===== src/rtl/fifo_uart_tx.sv =====
// UART transmitter fed from a sync_fifo read port: pops one word and serialises it per frame.
// Latency: rd_en pulse, then one LOAD cycle, then the start bit begins on tx.
// Backpressure: frames start only from IDLE with tx_enable high and the FIFO non-empty.
module fifo_uart_tx #(
  parameter int WIDTH        = 8,
  parameter int CLKS_PER_BIT = 16,
  parameter int PARITY_EN    = 0,
  parameter int PARITY_ODD   = 0,
  parameter int STOP_BITS    = 1
) (
  input  logic             clk,
  input  logic             rst,
  input  logic             tx_enable,
  input  logic             fifo_empty,
  input  logic [WIDTH-1:0] fifo_data,
  output logic             fifo_rd_en,
  output logic             tx,
  output logic             busy,
  output logic             frame_done
);

  // Baud counter runs 0..CLKS_PER_BIT-1; the bit counter is shared between the
  // data bits (0..WIDTH-1) and the stop bits (0..STOP_BITS-1).
  localparam int BAUD_W = (CLKS_PER_BIT > 1) ? $clog2(CLKS_PER_BIT) : 1;
  localparam int BIT_W  = (WIDTH > 2) ? $clog2(WIDTH) : 1;

  localparam logic [BAUD_W-1:0] BAUD_LAST = BAUD_W'(CLKS_PER_BIT - 1);
  localparam logic [BIT_W-1:0]  DATA_LAST = BIT_W'(WIDTH - 1);
  localparam logic [BIT_W-1:0]  STOP_LAST = BIT_W'(STOP_BITS - 1);
  localparam logic              ODD_INV   = (PARITY_ODD != 0);
  localparam logic              HAS_PAR   = (PARITY_EN != 0);

  typedef enum logic [2:0] {
    S_IDLE   = 3'd0,
    S_POP    = 3'd1,
    S_LOAD   = 3'd2,
    S_START  = 3'd3,
    S_DATA   = 3'd4,
    S_PARITY = 3'd5,
    S_STOP   = 3'd6
  } state_t;

  state_t             state_q, state_d;
  logic [BAUD_W-1:0]  baud_q,  baud_d;
  logic [BIT_W-1:0]   bit_q,   bit_d;
  logic [WIDTH-1:0]   shift_q, shift_d;
  logic               par_q,   par_d;
  logic               tx_q,    tx_d;
  logic               rd_en_q, rd_en_d;
  logic               done_q,  done_d;

  logic               baud_last;

  assign baud_last  = (baud_q == BAUD_LAST);

  // All serial-side outputs come straight from flops so tx never glitches.
  assign tx         = tx_q;
  assign fifo_rd_en = rd_en_q;
  assign frame_done = done_q;
  assign busy       = (state_q != S_IDLE);

  // State and datapath registers; reset aborts any frame in flight.
  always_ff @(posedge clk) begin
    if (!rst) begin
      state_q <= S_IDLE;
      baud_q  <= '0;
      bit_q   <= '0;
      shift_q <= '0;
      par_q   <= 1'b0;
      tx_q    <= 1'b1;
      rd_en_q <= 1'b0;
      done_q  <= 1'b0;
    end else begin
      state_q <= state_d;
      baud_q  <= baud_d;
      bit_q   <= bit_d;
      shift_q <= shift_d;
      par_q   <= par_d;
      tx_q    <= tx_d;
      rd_en_q <= rd_en_d;
      done_q  <= done_d;
    end
  end

  // Next-state logic; tx_d is the line level for the cycle that follows.
  always_comb begin
    state_d = state_q;
    baud_d  = baud_q;
    bit_d   = bit_q;
    shift_d = shift_q;
    par_d   = par_q;
    tx_d    = tx_q;
    rd_en_d = 1'b0;
    done_d  = 1'b0;

    unique case (state_q)
      S_IDLE: begin
        tx_d   = 1'b1;
        baud_d = '0;
        bit_d  = '0;
        // Only place the FIFO status and enable are looked at.
        if (tx_enable && !fifo_empty) begin
          state_d = S_POP;
          rd_en_d = 1'b1;
        end
      end

      S_POP: begin
        // FIFO takes the read strobe at the end of this cycle.
        tx_d    = 1'b1;
        state_d = S_LOAD;
      end

      S_LOAD: begin
        // FIFO output is valid now; latch it and start the start bit.
        shift_d = fifo_data;
        par_d   = (^fifo_data) ^ ODD_INV;
        tx_d    = 1'b0;
        baud_d  = '0;
        bit_d   = '0;
        state_d = S_START;
      end

      S_START: begin
        if (baud_last) begin
          baud_d  = '0;
          tx_d    = shift_q[0];
          state_d = S_DATA;
        end else begin
          baud_d = baud_q + 1'b1;
        end
      end

      S_DATA: begin
        if (baud_last) begin
          baud_d  = '0;
          shift_d = shift_q >> 1;
          if (bit_q == DATA_LAST) begin
            bit_d = '0;
            if (HAS_PAR) begin
              tx_d    = par_q;
              state_d = S_PARITY;
            end else begin
              tx_d    = 1'b1;
              state_d = S_STOP;
            end
          end else begin
            bit_d = bit_q + 1'b1;
            tx_d  = shift_d[0];
          end
        end else begin
          baud_d = baud_q + 1'b1;
        end
      end

      S_PARITY: begin
        if (baud_last) begin
          baud_d  = '0;
          bit_d   = '0;
          tx_d    = 1'b1;
          state_d = S_STOP;
        end else begin
          baud_d = baud_q + 1'b1;
        end
      end

      S_STOP: begin
        tx_d = 1'b1;
        if (baud_last) begin
          baud_d = '0;
          if (bit_q == STOP_LAST) begin
            bit_d   = '0;
            state_d = S_IDLE;
          end else begin
            bit_d = bit_q + 1'b1;
          end
        end else begin
          baud_d = baud_q + 1'b1;
        end
      end

      default: begin
        tx_d    = 1'b1;
        state_d = S_IDLE;
      end
    endcase

    // frame_done is registered, so raise it when entering the final stop cycle.
    if ((state_d == S_STOP) && (bit_d == STOP_LAST) && (baud_d == BAUD_LAST)) begin
      done_d = 1'b1;
    end
  end

endmodule


===== config.mk =====
export PLATFORM = sky130hd
export DESIGN_NAME = fifo_uart_tx
export DESIGN_NICKNAME = d
export VERILOG_FILES = /design/src/rtl/fifo_uart_tx.sv
export SDC_FILE = /design/constraint.sdc
export NUM_CORES = 1
export LEC_CHECK = 0
export ABC_AREA = 1
export CAP_MARGIN = 20
export CORE_ASPECT_RATIO = 0.7
export CORE_UTILIZATION = 50
export DETAILED_ROUTE_END_ITERATION = 10
export GPL_ROUTABILITY_DRIVEN = 0
export PLACE_DENSITY = 0.73
export SLEW_MARGIN = 5
export SYNTH_ARGS = -nofsm -noshare
export SYNTH_HDL_FRONTEND = slang
export SYNTH_SLANG_ARGS = --single-unit

===== constraint.sdc =====
create_clock -name clk -period 1.7 [get_ports clk]
set_input_delay 0.17 -clock clk [delete_from_list [all_inputs] [get_ports clk]]
set_output_delay 0.17 -clock clk [all_outputs]
set_load 0.01 [all_outputs]

==> impl_results.md <==
* Status: completed
* Cell Area, Synth at 0.00131 mm²
* Ys flop type: dfxtp_1
* Max Slew Vio Count at 0
* Via Count at 1213
* Area Growth Syn to Fin at 16.7%
* Fmax achieved at 624 MHz
* Die area at 0.00283 mm²
* Lkg Pwr at 0.684 nW
* Mean Syn Cell Area at 7.19 µm²
* First-pass DRT Iterations at 4
* Initial antenna violation count at 0
* Seq pwr share at 0.506
* Setup Buffers After CTS at 0
* Clock network power share at 0.309
* All-Layer GR Usage at 0.219
* Drt drc at 0
* Worst r2r dst: frame_done$_SDFF_PN0_
* Count of hold-fix buffers inserted at cts at 0
* Tmin final at 1.60 ns
* Commonest non-fill, non-tap cell in the layout: nand2_1
* Num CTS Buffers at 3
* Crit path required time at 1.53 ns
* Root buffer cell: clkbuf_8
* P_sw at 312 µW
* Critical Path AT at 1.43 ns
* Pwr dens at 714 mW/mm²
* Setup crit start kind: register
* Placement Setup Slack at 0.169 ns
* Flop-to-flop setup slack at 0.14 ns
* Num ports at 16
* Max transition margin at 0.740
* Max Root-Sink Buffers at 2
* Post-synthesis sequential area ratio at 0.321
* Critical Path End Type: output pin
* P_int at 778 µW
* Vias in the first global route at 1064
* Core region area at 0.00248 mm²
* Syn Nets at 198
* Endpoints failing setup at 0
* HP Class: in2reg
* Synthesis Warnings at 0
* VDD IR max at 0.387 mV
* Clock latency on the worst-skew pair at 0.27 ns
* TritonCTS Sinks at 21
* First DRT Iteration DRCs at 119
* FFs w/ async S/R, synth at 0
* Final WL at 2.78 mm
* Remaining antenna violation count at 0
* Total of max-cap violations at 0
* Worst-Margin Slew at 0.389 ns
* CTS clk-pin slew, worst paths at 0.08 ns
* Starting density of the core at 0.528
* RSZ-0062 raised after global routing: no
* Ant. Diodes at 0
* Largest net degree at the start of global routing at 15
* Final Hold Fails at 0
* Switching Fraction at 0.286
* Via density at 5.23
* TNS Setup at 0 ns
* Hold Path Sink: shift_q[7]$_SDFFE_PN0P_
* Final design utilization at 0.617
* Worst R2R Path Depth at 9
* Cells after Synth at 182
* Layout cells sized above 1 at 0.152
* FP Rows at 15
* CP Class: reg2out
* Crit Path Max Fanout at 8
* H-Tree Depth at 1
* Post-synth cell types at 27
* Number of enable flip-flop cells after synthesis at 0
* Worst Hold Path Cells at 3
* # nets final at 215
* First-pass GRT wire length at 4.71 mm
* Worst Skew at 0.00379 ns
* Gate power share at 0.184
* Remaining Overflow, GRT at 0
* Hold Startpoint: fifo_data[7]
* Most frequent cells in the layout: nand2_1 (50), nor2_1 (22), dfxtp_1 (19)
* Post-DR wirelength/cell at 12.0 µm
* Die W at 63.2 µm
* Port-buffer cells at 15
* Worst reg2reg path startpoint: baud_q[1]$_SDFF_PN0_
* CTS tree: yes
* Final Cycle Share at 0.943
* Final WS setup at 0.0963 ns
* #FFs+latches synth at 21
* HPWL after detailed placement at 2.16 mm
* Die height at 44.8 µm
## sequential cells by signal, summed over array words and instances, names as in the netlist
signal,count
bit_q,3
state_q,3
frame_done,1
fifo_rd_en,1
tx,1
baud_q,4
shift_q,8
## area by class of cell
type / instances / area [µm²]
Clock buffer: 3 / 41.3
Clock inverter: 1 / 5.00
Fill cell: 216 / 950
Inverter: 16 / 65.1
Multi-Input combinational cell: 139 / 778
Sequential cell: 21 / 423
Tap cell: 34 / 42.5
Timing Repair Buffer: 18 / 173
## synthesized netlist by cell type, types with 2 or more instances
master	n	area, µm²
inv_1	14	52.6
ha_1	4	50.1
nand2_4	2	22.5
dfxtp_1	21	420
o21ai_0	8	40.0
buf_6	4	45.0
a21oi_1	6	30.0
nand2_2	2	12.5
nand3_2	3	30.0
nand4_1	2	12.5
o21ai_1	5	25.0
nor2_8	2	40.0
nor2_2	2	12.5
nand3_1	15	75.1
nand3_4	2	35.0
nand2_1	50	188
a31oi_1	8	50.1
nor2_1	23	86.3
## stage by stage
stage	instances	cell area (µm²)	hold WS [ns]	power [mW]
global placement	228	1470	0.449	0.757
floorplan	182	1310	0.248	0.705
CTS	232	1520	0.451	1.10
detailed placement	228	1470	0.461	0.759
finish	232	1530	0.459	1.09
global route	232	1530	0.476	1.14
## how the worst max path moves through the flow
stage                          startpoint                     to  depth (start not counted)
floorplan            baud_q[0]$_SDFF_PN0_  frame_done$_SDFF_PN0_                          8
global placement    state_q[1]$_SDFF_PN0_                   busy                          3
detailed placement   baud_q[1]$_SDFF_PN0_  frame_done$_SDFF_PN0_                          8
CTS                 state_q[0]$_SDFF_PN0_                   busy                          3
global route        state_q[1]$_SDFF_PN0_                   busy                          3
finish              state_q[1]$_SDFF_PN0_                   busy                          3
## metal layers
| metal | part of all wire | vias up | track usage |
|---|---|---|---|
| li1 | - | 634 | - |
| met4 | 0.012 | 0 | 0.0837 |
| met2 | 0.41 | 40 | 0.338 |
| met1 | 0.50 | 532 | 0.300 |
| met3 | 0.071 | 7 | 0.0505 |
| met5 | 0 | - | 0 |
## critical path: stages, from the launching register on
cell and delay (ns):
dfxtp_2 0.47, inv_6 0.08, nand2_1 0.09, clkdlybuf4s50_1 0.53
## timing repair
item,in CTS,in global routing
endpoints found under the setup margin,1,2
cloned,0,0
resized for setup,1,4
## power groups by stage
stage | registers (mW) | logic [mW] | clock network (mW)
2_1_floorplan | 0.548 | 0.157 | 0
3_3_place_gp | 0.561 | 0.195 | 0
3_5_place_dp | 0.561 | 0.198 | 0
4_1_cts | 0.550 | 0.199 | 0.347
5_1_grt | 0.557 | 0.220 | 0.364
6_report | 0.552 | 0.201 | 0.337
## cells by family (layout without fill, tap and decap cells)
family | Yosys count | in the layout | synth area share
simple gates | 106 | 106 | 0.417
compound gates | 29 | 29 | 0.133
buf+inv | 22 | 38 | 0.0908
flops | 21 | 21 | 0.321
fa+ha+maj | 4 | 4 | 0.0382
Note: power is estimated with default switching activity, not from simulation.
